===== src/rtl/branch_predictor_btb_if.sv =====
// -----------------------------------------------------------------------------
// branch_predictor_btb_if
//
// Bundles the fetch-side lookup signals and the resolve-side update signals of
// the branch target buffer. The core (or a bench) uses the master modport and
// drives the lookup request and the update; the predictor uses the slave
// modport and returns the prediction.
//
// Lookup  : if_valid, if_pc, stall            (master -> slave)
// Predict : pred_taken, pred_target,
//           pred_idx, pred_ghr                (slave -> master)
// Update  : upd_valid, upd_pc, upd_idx, upd_ghr,
//           upd_taken, upd_target,
//           upd_mispredict                    (master -> slave)
// -----------------------------------------------------------------------------
interface branch_predictor_btb_if #(
  parameter int ADDR_W = 64,
  parameter int IDX_W  = 4,
  parameter int GHR_W  = 4
);
  // fetch-side lookup
  logic              if_valid;
  logic [ADDR_W-1:0] if_pc;
  logic              stall;

  // prediction returned to the PC mux
  logic              pred_taken;
  logic [ADDR_W-1:0] pred_target;
  logic [IDX_W-1:0]  pred_idx;
  logic [GHR_W-1:0]  pred_ghr;

  // resolution write-back from the branch-control stage
  logic              upd_valid;
  logic [ADDR_W-1:0] upd_pc;
  logic [IDX_W-1:0]  upd_idx;
  logic [GHR_W-1:0]  upd_ghr;
  logic              upd_taken;
  logic [ADDR_W-1:0] upd_target;
  logic              upd_mispredict;

  modport master (
    output if_valid, if_pc, stall,
    output upd_valid, upd_pc, upd_idx, upd_ghr, upd_taken, upd_target, upd_mispredict,
    input  pred_taken, pred_target, pred_idx, pred_ghr
  );

  modport slave (
    input  if_valid, if_pc, stall,
    input  upd_valid, upd_pc, upd_idx, upd_ghr, upd_taken, upd_target, upd_mispredict,
    output pred_taken, pred_target, pred_idx, pred_ghr
  );
endinterface


===== src/rtl/branch_predictor_btb.sv =====
// -----------------------------------------------------------------------------
// branch_predictor_btb
//
// Branch target buffer with per-entry saturating direction counters and an
// optional gshare (global-history XOR) indexing mode. Sits beside the fetch PC
// and gives a same-cycle taken/target prediction; resolved branches write
// back through the update side of the interface.
//
// Ports:
//   clk    - clock, all state changes on the rising edge
//   reset  - asynchronous, active-low reset
//   bus    - branch_predictor_btb_if.slave
//              lookup : if_valid, if_pc, stall
//              predict: pred_taken, pred_target, pred_idx, pred_ghr
//              update : upd_valid, upd_pc, upd_idx, upd_ghr, upd_taken,
//                       upd_target, upd_mispredict
//
// Parameters:
//   ADDR_W    - PC / target width
//   ENTRIES   - table entries (power of two, >= 2)
//   TAG_W     - tag bits stored per entry
//   CTR_W     - direction counter width (>= 1)
//   PRED_MODE - 0: bimodal index, 1: gshare index
//   GHR_W     - global history bits (1..log2(ENTRIES)); unused in mode 0
// -----------------------------------------------------------------------------
module branch_predictor_btb #(
  parameter int ADDR_W    = 64,
  parameter int ENTRIES   = 16,
  parameter int TAG_W     = 8,
  parameter int CTR_W     = 2,
  parameter int PRED_MODE = 0,
  parameter int GHR_W     = 4
) (
  input  logic                   clk,
  input  logic                   reset,
  branch_predictor_btb_if.slave  bus
);

  localparam int IDX_W = $clog2(ENTRIES);

  // Counter encodings: reset to weakly not-taken, allocate as weakly taken.
  localparam logic [CTR_W-1:0] CTR_WEAK_NT = CTR_W'((1 << (CTR_W - 1)) - 1);
  localparam logic [CTR_W-1:0] CTR_WEAK_T  = CTR_W'(1 << (CTR_W - 1));
  localparam logic [CTR_W-1:0] CTR_MAX     = {CTR_W{1'b1}};

  // ---------------------------------------------------------------------------
  // Flattened read views of the per-entry state (driven from g_entry below)
  // ---------------------------------------------------------------------------
  logic [ENTRIES-1:0] valid_vec;
  logic [TAG_W-1:0]   tag_arr    [ENTRIES];
  logic [ADDR_W-1:0]  target_arr [ENTRIES];
  logic [CTR_W-1:0]   ctr_arr    [ENTRIES];

  logic [GHR_W-1:0]   ghr_q;

  // ---------------------------------------------------------------------------
  // Combinational lookup
  // ---------------------------------------------------------------------------
  logic [IDX_W-1:0] lk_base;
  logic [IDX_W-1:0] lk_idx;
  logic [TAG_W-1:0] lk_tag;
  logic             lk_hit;
  logic             lk_taken;

  assign lk_base = bus.if_pc[IDX_W+1:2];
  assign lk_tag  = bus.if_pc[TAG_W+IDX_W+1:IDX_W+2];

  // ghr_q is tied to zero in bimodal mode, so the XOR collapses to the plain
  // PC index there; the cast zero-extends the history up to the index width.
  assign lk_idx  = lk_base ^ IDX_W'(ghr_q);

  assign lk_hit   = bus.if_valid && valid_vec[lk_idx] && (tag_arr[lk_idx] == lk_tag);
  assign lk_taken = lk_hit && ctr_arr[lk_idx][CTR_W-1];

  assign bus.pred_taken  = lk_taken;
  assign bus.pred_target = lk_taken ? target_arr[lk_idx] : (bus.if_pc + ADDR_W'(4));
  assign bus.pred_idx    = lk_idx;
  assign bus.pred_ghr    = ghr_q;

  // ---------------------------------------------------------------------------
  // Update-side decode shared by all entries
  // ---------------------------------------------------------------------------
  logic [TAG_W-1:0] up_tag;
  logic             up_hit;
  logic [CTR_W-1:0] up_ctr_old;
  logic [CTR_W-1:0] up_ctr_step;

  assign up_tag     = bus.upd_pc[TAG_W+IDX_W+1:IDX_W+2];
  assign up_hit     = valid_vec[bus.upd_idx] && (tag_arr[bus.upd_idx] == up_tag);
  assign up_ctr_old = ctr_arr[bus.upd_idx];

  // Saturating step of the addressed entry's counter toward the outcome.
  always_comb begin
    up_ctr_step = up_ctr_old;
    if (bus.upd_taken) begin
      if (up_ctr_old != CTR_MAX) begin
        up_ctr_step = up_ctr_old + CTR_W'(1);
      end
    end else begin
      if (up_ctr_old != '0) begin
        up_ctr_step = up_ctr_old - CTR_W'(1);
      end
    end
  end

  // ---------------------------------------------------------------------------
  // Table entries: each one decodes its own write and holds its own flops.
  // Kept in flops rather than RAM because lookup is same-cycle and all valid
  // bits and counters must clear asynchronously.
  // ---------------------------------------------------------------------------
  genvar gi;
  generate
    for (gi = 0; gi < ENTRIES; gi++) begin : g_entry
      logic              valid_q,  valid_d;
      logic [TAG_W-1:0]  tag_q,    tag_d;
      logic [ADDR_W-1:0] target_q, target_d;
      logic [CTR_W-1:0]  ctr_q,    ctr_d;
      logic              sel;

      assign sel = bus.upd_valid && (bus.upd_idx == IDX_W'(gi));

      always_comb begin
        valid_d  = valid_q;
        tag_d    = tag_q;
        target_d = target_q;
        ctr_d    = ctr_q;
        if (sel) begin
          if (up_hit) begin
            // Trained entry: move the counter, refresh target on taken.
            ctr_d = up_ctr_step;
            if (bus.upd_taken) begin
              target_d = bus.upd_target;
            end
          end else if (bus.upd_taken) begin
            // Miss on a taken branch: replace whatever lives here.
            valid_d  = 1'b1;
            tag_d    = up_tag;
            target_d = bus.upd_target;
            ctr_d    = CTR_WEAK_T;
          end
          // Miss on a not-taken branch leaves the entry alone.
        end
      end

      always_ff @(posedge clk or negedge reset) begin
        if (!reset) begin
          valid_q  <= 1'b0;
          tag_q    <= '0;
          target_q <= '0;
          ctr_q    <= CTR_WEAK_NT;
        end else begin
          valid_q  <= valid_d;
          tag_q    <= tag_d;
          target_q <= target_d;
          ctr_q    <= ctr_d;
        end
      end

      assign valid_vec[gi]  = valid_q;
      assign tag_arr[gi]    = tag_q;
      assign target_arr[gi] = target_q;
      assign ctr_arr[gi]    = ctr_q;
    end
  endgenerate

  // ---------------------------------------------------------------------------
  // Global history register (gshare mode only)
  // ---------------------------------------------------------------------------
  generate
    if (PRED_MODE == 1) begin : g_ghr
      logic [GHR_W-1:0] ghr_d;

      // A mispredict rebuilds history from the snapshot carried with the
      // branch plus its real outcome, and wins over any speculative shift
      // from this cycle's fetch. Shifting by one and OR-ing in the new bit
      // also covers GHR_W == 1, where the result is just the new bit.
      always_comb begin
        ghr_d = ghr_q;
        if (bus.upd_valid && bus.upd_mispredict) begin
          ghr_d = (bus.upd_ghr << 1) | GHR_W'(bus.upd_taken);
        end else if (lk_hit && !bus.stall) begin
          ghr_d = (ghr_q << 1) | GHR_W'(lk_taken);
        end
      end

      always_ff @(posedge clk or negedge reset) begin
        if (!reset) begin
          ghr_q <= '0;
        end else begin
          ghr_q <= ghr_d;
        end
      end
    end else begin : g_no_ghr
      assign ghr_q = '0;
    end
  endgenerate

endmodule

===== src/flat_wrapper.sv =====
// flat-port wrapper written by rule: the top's interface ports become plain ports
module branch_predictor_btb_flat 
#(
  parameter int ADDR_W    = 64,
  parameter int ENTRIES   = 16,
  parameter int TAG_W     = 8,
  parameter int CTR_W     = 2,
  parameter int PRED_MODE = 0,
  parameter int GHR_W     = 4
)
  (clk, reset, bus_if_valid, bus_if_pc, bus_stall, bus_upd_valid, bus_upd_pc, bus_upd_idx, bus_upd_ghr, bus_upd_taken, bus_upd_target, bus_upd_mispredict, bus_pred_taken, bus_pred_target, bus_pred_idx, bus_pred_ghr);
  branch_predictor_btb_if #(.ADDR_W(ADDR_W), .GHR_W(GHR_W)) bus_i ();
  input  logic clk;
  input  logic reset;
  input wire logic [$bits(bus_i.if_valid)-1:0] bus_if_valid;
  input wire logic [$bits(bus_i.if_pc)-1:0] bus_if_pc;
  input wire logic [$bits(bus_i.stall)-1:0] bus_stall;
  input wire logic [$bits(bus_i.upd_valid)-1:0] bus_upd_valid;
  input wire logic [$bits(bus_i.upd_pc)-1:0] bus_upd_pc;
  input wire logic [$bits(bus_i.upd_idx)-1:0] bus_upd_idx;
  input wire logic [$bits(bus_i.upd_ghr)-1:0] bus_upd_ghr;
  input wire logic [$bits(bus_i.upd_taken)-1:0] bus_upd_taken;
  input wire logic [$bits(bus_i.upd_target)-1:0] bus_upd_target;
  input wire logic [$bits(bus_i.upd_mispredict)-1:0] bus_upd_mispredict;
  output wire logic [$bits(bus_i.pred_taken)-1:0] bus_pred_taken;
  output wire logic [$bits(bus_i.pred_target)-1:0] bus_pred_target;
  output wire logic [$bits(bus_i.pred_idx)-1:0] bus_pred_idx;
  output wire logic [$bits(bus_i.pred_ghr)-1:0] bus_pred_ghr;
  assign bus_i.if_valid = bus_if_valid;
  assign bus_i.if_pc = bus_if_pc;
  assign bus_i.stall = bus_stall;
  assign bus_i.upd_valid = bus_upd_valid;
  assign bus_i.upd_pc = bus_upd_pc;
  assign bus_i.upd_idx = bus_upd_idx;
  assign bus_i.upd_ghr = bus_upd_ghr;
  assign bus_i.upd_taken = bus_upd_taken;
  assign bus_i.upd_target = bus_upd_target;
  assign bus_i.upd_mispredict = bus_upd_mispredict;
  assign bus_pred_taken = bus_i.pred_taken;
  assign bus_pred_target = bus_i.pred_target;
  assign bus_pred_idx = bus_i.pred_idx;
  assign bus_pred_ghr = bus_i.pred_ghr;
  branch_predictor_btb #(.ADDR_W(ADDR_W), .ENTRIES(ENTRIES), .TAG_W(TAG_W), .CTR_W(CTR_W), .PRED_MODE(PRED_MODE), .GHR_W(GHR_W)) u_core (.clk(clk), .reset(reset), .bus(bus_i));
endmodule

===== config.mk =====
export PLATFORM = sky130hd
export DESIGN_NAME = branch_predictor_btb_flat
export DESIGN_NICKNAME = d
export VERILOG_FILES = /design/src/rtl/branch_predictor_btb_if.sv /design/src/rtl/branch_predictor_btb.sv /design/src/flat_wrapper.sv
export SDC_FILE = /design/constraint.sdc
export NUM_CORES = 2
export LEC_CHECK = 0
export BUFFER_PORTS_ARGS = -buffer_cell sky130_fd_sc_hd__buf_2
export CORE_ASPECT_RATIO = 0.6
export CORE_MARGIN = 4
export CORE_UTILIZATION = 62
export CTS_CLUSTER_SIZE = 28
export DETAILED_ROUTE_END_ITERATION = 7
export PLACE_DENSITY = 0.8
export SLEW_MARGIN = 20
export SYNTH_ARGS = -nofsm -noshare
export SYNTH_HDL_FRONTEND = slang
export SYNTH_SLANG_ARGS = --single-unit

===== constraint.sdc =====
create_clock -name clk -period 5.3 [get_ports clk]
set_input_delay 1.06 -clock clk [delete_from_list [all_inputs] [get_ports clk]]
set_output_delay 1.06 -clock clk [all_outputs]
set_load 0.02 [all_outputs]

# == Word-level counts from Yosys, hierarchy flattened ==
# Cells that the tools add are included.
# classes
reduce_logical,71
muxes,25
order_cmp,4
addsub,3
n_eq_ne,18
bitwise,3
# op_table
operator,n
binary-select mux 64 bit (select 4 bit),1
2-to-1 mux 64 bit,3
adder 64 x 3 -> 64 bit (second input constant),1
binary-select mux 8 bit (select 4 bit),2
AND reduction 2 bit,32
AND reduction 3 bit,16
== test 4 bit (second input constant),8
2-to-1 mux 8 bit,4
logical AND 1 bit,20
2-to-1 mux 2 bit,9
binary-select mux 2 bit (select 4 bit),2
== test 4 x 3 -> 1 bit (second input constant),4
== test 8 bit,2
greater-or-equal comparator 5 bit (second input constant),2
less-than comparator 4 x 5 -> 1 bit (second input constant),2
inverter 4 -> 5 bit,2
binary-select mux 1 bit (select 4 bit),2
== test 4 x 2 -> 1 bit (second input constant),2
== test 4 x 1 -> 1 bit (second input constant),1
logical NOT 4 bit,1
nonzero test 2 bit,2
adder 2 x 1 -> 2 bit (second input constant),1
2-to-1 mux 1 bit,2
!= test 2 bit (second input constant),1
2 further kinds,2
# word_totals
register_bits,1200
elab_cells,188
input_bits,207

# == Depth between registers and ports, before layout ==
# logic_depth
ltp_word,8
ltp_mapped,14

# == Least setup slack after synthesis ==
# No wires, ideal clock.
# synth_timing
path_kind,input port to output port
startpoint,input bus_if_pc[2]
endpoint,output bus_pred_target[0]
t_arrival_ps,3970
path_buffers,7
stages,10
path_slack_ps,270
cell_sequence,buf_4 buf_4 buf_2 buf_2 buf_2 clkbuf_1 buf_2 mux4_2 mux4_2 mux2_2
# synth_between
elab_chain_len,8
word_cells_on_any_way,17
cone_classes,eq/ne (1); mux (12); bitwise (1); reduce/logical (3)
# synth_rtl
element,line,source
from (decl),flat_wrapper.sv:16,input wire logic [$bits(bus_i.if_pc)-1:0] bus_if_pc;
inverter 4 -> 5 bit (implied by the code),"branch_predictor_btb.sv:72, branch_predictor_btb.sv:73, branch_predictor_btb.sv:76",
binary-select mux 8 bit (select 4 bit),branch_predictor_btb.sv:72,assign lk_hit = bus.if_valid && valid_vec[lk_idx] && (tag_arr[lk_idx] == lk_tag);
2-to-1 mux 8 bit (implied by the code) (2 in a row),branch_predictor_btb.sv:72,
== test 8 bit,branch_predictor_btb.sv:72,
logical AND 1 bit,branch_predictor_btb.sv:72,
logical AND 1 bit,branch_predictor_btb.sv:73,assign lk_taken = lk_hit && ctr_arr[lk_idx][CTR_W-1];
2-to-1 mux 64 bit (*),branch_predictor_btb.sv:76,assign bus.pred_target = lk_taken ? target_arr[lk_idx] : (bus.if_pc + ADDR_W'(4));
to (decl),flat_wrapper.sv:26,output wire logic [$bits(bus_i.pred_target)-1:0] bus_pred_target;
# Every way passes the cells marked *; elsewhere a longest branch is shown, timed or not. The select of a mux whose other input is x is not followed.

# == Worst setup path after layout ==
# layout_timing
startpoint,input bus_if_pc[2]
endpoint,output bus_pred_target[20]
# layout_between
elab_chain_len,8
word_cells_on_any_way,18
cone_classes,add/sub (1); eq/ne (1); mux (12); bitwise (1); reduce/logical (3)
# layout_rtl
element,line
branches (longest 7 deep; another with adder 64 x 3 -> 64 bit),n/a
2-to-1 mux 64 bit (*),branch_predictor_btb.sv:76
# Mark *: on every way between the ends. The select of a mux whose other input is x is not followed.

==> metrics list <==
- The critical path in this run is classified as input port to output pin.
* Sink count of the clock tree: 1200
* Synthesized netlist cell count: 3628
- Routability-driven placement finished with a final weighted congestion of ~0.86.
- H-tree levels: 3
* Area Overhead vs Synth: 11.0%
- The most used flip-flop cell after synthesis is dfrtp_1.
- WP data required: approximately 4.2 ns
- The final layout contains 3944 nets.
* Max Slew Vio Count: 0
- Setup violations remaining at the end of the flow were counted as 0.
- TritonCTS built the clock tree.
- In this run, CTS created clock tree buffers numbering 106.
* Hold crit path type: input port to asynchronous set/reset pin
- Input and output buffers added on the ports amount to around 210.
* Mux contribution to synthesized area: about two fifths
- The worst setup path is captured at an output pin.
- The cell area that synthesis handed to floorplanning was 57300 µm².
- Clock-pin slew reported for the worst setup and hold paths after clock tree synthesis: roughly 0.07 ns
* Via count of the first global-routing pass: about 35000
- Headroom to the max-slew limit came out at 27.0%.
- Startpoint kind of the worst setup timing path: input port
* Sum of negative setup slack: 0 ns
- The floorplan step set the die height to 243 µm.
- IO Pins: between 200 and 300
* DRC marker count from the first detailed-route iteration: 2968
* Aggregate global routing overflow: 0
- Skew final: 0.0159 ns
* Pwr/cell area: between 300 and 400 nW/µm²
* Chip Width: around 400 µm
- Maximum capacitance violations: 0
- In the final layout, the multi-input gates occupy ~26000 µm².
* Delay of the slowest critical-path stage: ~0.56 ns
* Number of buffers added to fix hold violations after cts: 0
- Flops & latches, synth: 1200
- Total wirelength of the detailed-routed design: 139000 µm
- The synthesized design contains 0 enable-type register cells.
* FF+latch area: roughly 30000 µm²
* Netlist cell types: between 60 and 70
- The synthesized netlist devotes less than 1% of its cell area to adder and majority cells.
- The worst path needs around 5.2 ns of the cycle, external delays included.
* Share of post-route cells with drive strength above 1: a little under three fifths
- Entering global routing, the biggest net connects ~150 pins.
* Average via count per standard cell: roughly 6.5
- Busiest layer in global routing: met2
* Sequential fraction of the synthesis area: a little over half
- For met2 alone, demand over resource in global routing was approximately 44%.
- Summing over every cut layer, the via total after detailed routing is ~33000.
- The die covers between 90000 and 100000 µm².
- The clock passes through at most 3 buffers.
* Run status: complete, no violations
- Maximum frequency from static timing analysis: a little under 0.2 GHz
* Detail Route Antenna Nets: 0
* Arrival time of the worst setup path: 4.14 ns
* HPWL Detailed: 81200 µm
- At the later pin of the worst-skew pair, clock insertion delay measures 0.72 ns.
- Leakage power total: 27.9 nW
- Post-CTS setup-driven buffer insertion count: 0
* Starting Density: a little over three fifths
- Setup repair after global routing left no endpoint under its margin.
- Summing the areas of all and, or, nand and nor instances in the mapped netlist gives roughly 2.5% of the synthesized area.
- Utilization of the core after routing: ~69%
- All-Layer GR Usage: 29.0%
- Maximum vdd ir drop: between 0.3 and 0.4 mV
- For this run, design rule violations remaining after detail routing come to 0.
- Average wire per standard cell: approximately 27 µm
* Average cell area after synthesis: between 15 and 20 µm²
* Number of fillers in the final layout: about 6000
- Cell at the slowest stage of the critical path: mux4_2
- Critical path, cell by cell: buf_8 -> mux4_2 -> nor2b_1 -> a211oi_1 -> a21oi_1 -> xnor2_1 -> and4_1 -> and4b_4 -> buf_4 -> mux2_2 -> buf_2
- In the global route stage, met3 resource usage came out at under 10%.
- Core Footprint: around 92000 µm²
- Total number of yosys warnings: 0
- Before antenna repair, the detailed router went through 5 iterations.
* Root buffer selected by CTS: clkbuf_16
- The initialized floorplan defines 86 standard-cell rows.
- After synthesis, the share of flip-flops with an asynchronous set or reset is 100%.
- Largest family of logic cells by synthesized area: multiplexers
- The number of antenna violations at the first check in global routing is 20.
* Transition at the pin with the smallest max-transition slack: 1.09 ns
* Share of the cycle needed by the critical path after routing: 98.0%
- The synthesized netlist devotes approximately 1.4% of its cell area to compound gates.
- In this run the worst path has a maximum fanout of 30.
- Resized cells post-CTS: 0
- Hold violation total from the final report: 0
- After Yosys synthesis, XOR and XNOR cells account for roughly 1.2% of the synthesized area.
- First-pass GRT wire length: around 220000 µm
* Met1 Track Usage GR: a little over two fifths
[routing by layer]
layer	wire, µm	vias up
li1	-	13900
met5	47	-
met4	3230	6
met3	8180	208
met1	62800	18100
met2	64900	989
[worst paths after layout]
path	start	endpoint	slack [ns]	depth (start not counted)
setup / recovery	bus_if_pc[2]	bus_pred_target[20]	0.10	11
hold / removal	reset	u_core.g_entry[1].tag_q[3]$_DFFE_PN0P_	0.31	1
setup reg to reg	u_core.g_entry[1].valid_q$_DFFE_PN0P_	u_core.g_entry[15].ctr_q[1]$_DFFE_PN0P_	1.78	9
min in group clk	u_core.g_entry[3].valid_q$_DFFE_PN0P_	u_core.g_entry[3].valid_q$_DFFE_PN0P_	0.49	1
hold reg to reg	u_core.g_entry[3].valid_q$_DFFE_PN0P_	u_core.g_entry[3].valid_q$_DFFE_PN0P_	0.49	1
max in group asynchronous	reset	u_core.g_entry[13].target_q[29]$_DFFE_PN0P_	3.63	2
[report_power, final]
group	internal [mW]	leakage, nW	switching, mW	total [mW]
logic	2.54	10.9	1.59	4.12
registers	10.9	15.2	0.964	11.9
clock network	4.66	1.81	3.52	8.18
[registers in the layout, indices dropped and copies added, names as in the netlist]
signal,cells
u_core.g_entry.valid_q,16
u_core.g_entry.target_q,1024
u_core.g_entry.ctr_q,32
u_core.g_entry.tag_q,128
[kinds of logic after synthesis]
logic type,after synthesis
buffers and inverters,337
multiplexers,1643
other,1
adder cells (fa/ha/maj),1
AND/OR/NAND/NOR,261
XOR/XNOR,78
AO/OA/AOI/OAI,107
flip-flops,1200
[worst max-delay path, delay by kind of cell]
family                    cells  cell delay [ns]
AOI/OAI and AO/OA             2             0.54
xor gates and xnor gates      1             0.18
buffers and inverters         3             0.76
muxes                         2             0.94
and+or+nand+nor               3             0.62
[per-stage QoR]
stage	setup WS [ns]	instance area (µm²)	hold slack, ns	total power, mW	std cells
after floorplan	0.270	57300	0.451	14.8	3631
after global placement	0.161	59800	0.472	15.9	4860
after detailed placement	0.102	59800	0.473	16.1	4860
after CTS	0.0975	63500	0.379	24.3	5055
after global routing	0.0131	63600	0.393	25.2	5068
final	0.103	63600	0.314	24.2	5069
[layout make-up]
| type | instances | area share (%) |
|---|---|---|
| clock inverters | 42 | 0.862 |
| inverters | 24 | 0.142 |
| diodes | 14 | 0.0551 |
| multi-input cells | 2094 | 40.7 |
| well taps | 1232 | 2.43 |
| repair buffers | 310 | 3.59 |
| flip-flops and latches | 1200 | 47.3 |
| clock buffers | 153 | 4.94 |
[synth_stat cells (7+ instances only)]
cell / instances / share of area, %
dfrtp_1: 1184 / 52
mux2_2: 1158 / 23
mux4_2: 383 / 15
clkbuf_1: 235 / 1.5
mux2_1: 59 / 1.2
nor2_1: 59 / 0.39
nand2_1: 53 / 0.35
xnor2_1: 49 / 0.75
buf_2: 44 / 0.38
nand3_1: 38 / 0.33
mux2i_1: 35 / 0.61
xor2_1: 29 / 0.44
a22oi_1: 24 / 0.31
inv_1: 24 / 0.16
buf_4: 19 / 0.25
o21ai_0: 18 / 0.16
a22o_1: 17 / 0.26
dfstp_2: 16 / 0.73
and3_1: 12 / 0.13
or2_2: 12 / 0.13
nand4_1: 10 / 0.11
nor2b_1: 10 / 0.11
nand2b_1: 9 / 0.098
and4_1: 8 / 0.12
buf_6: 8 / 0.16
mux2_4: 8 / 0.21
nor3_1: 8 / 0.070
a21oi_1: 7 / 0.061
nor3_4: 7 / 0.20
o21ai_1: 7 / 0.061
[cells in the final DEF, fill, tap and decap left out, types with 29 or more instances in the layout]
master / n
dfrtp_1: 1184
mux2_2: 1158
mux4_2: 383
buf_2: 208
clkbuf_16: 108
buf_4: 62
mux2_1: 59
nand2_1: 53
xnor2_1: 49
nor2_1: 47
nand3_1: 38
buf_12: 36
mux2i_1: 35
xor2_1: 29
Power figures use the tool's default switching activity.
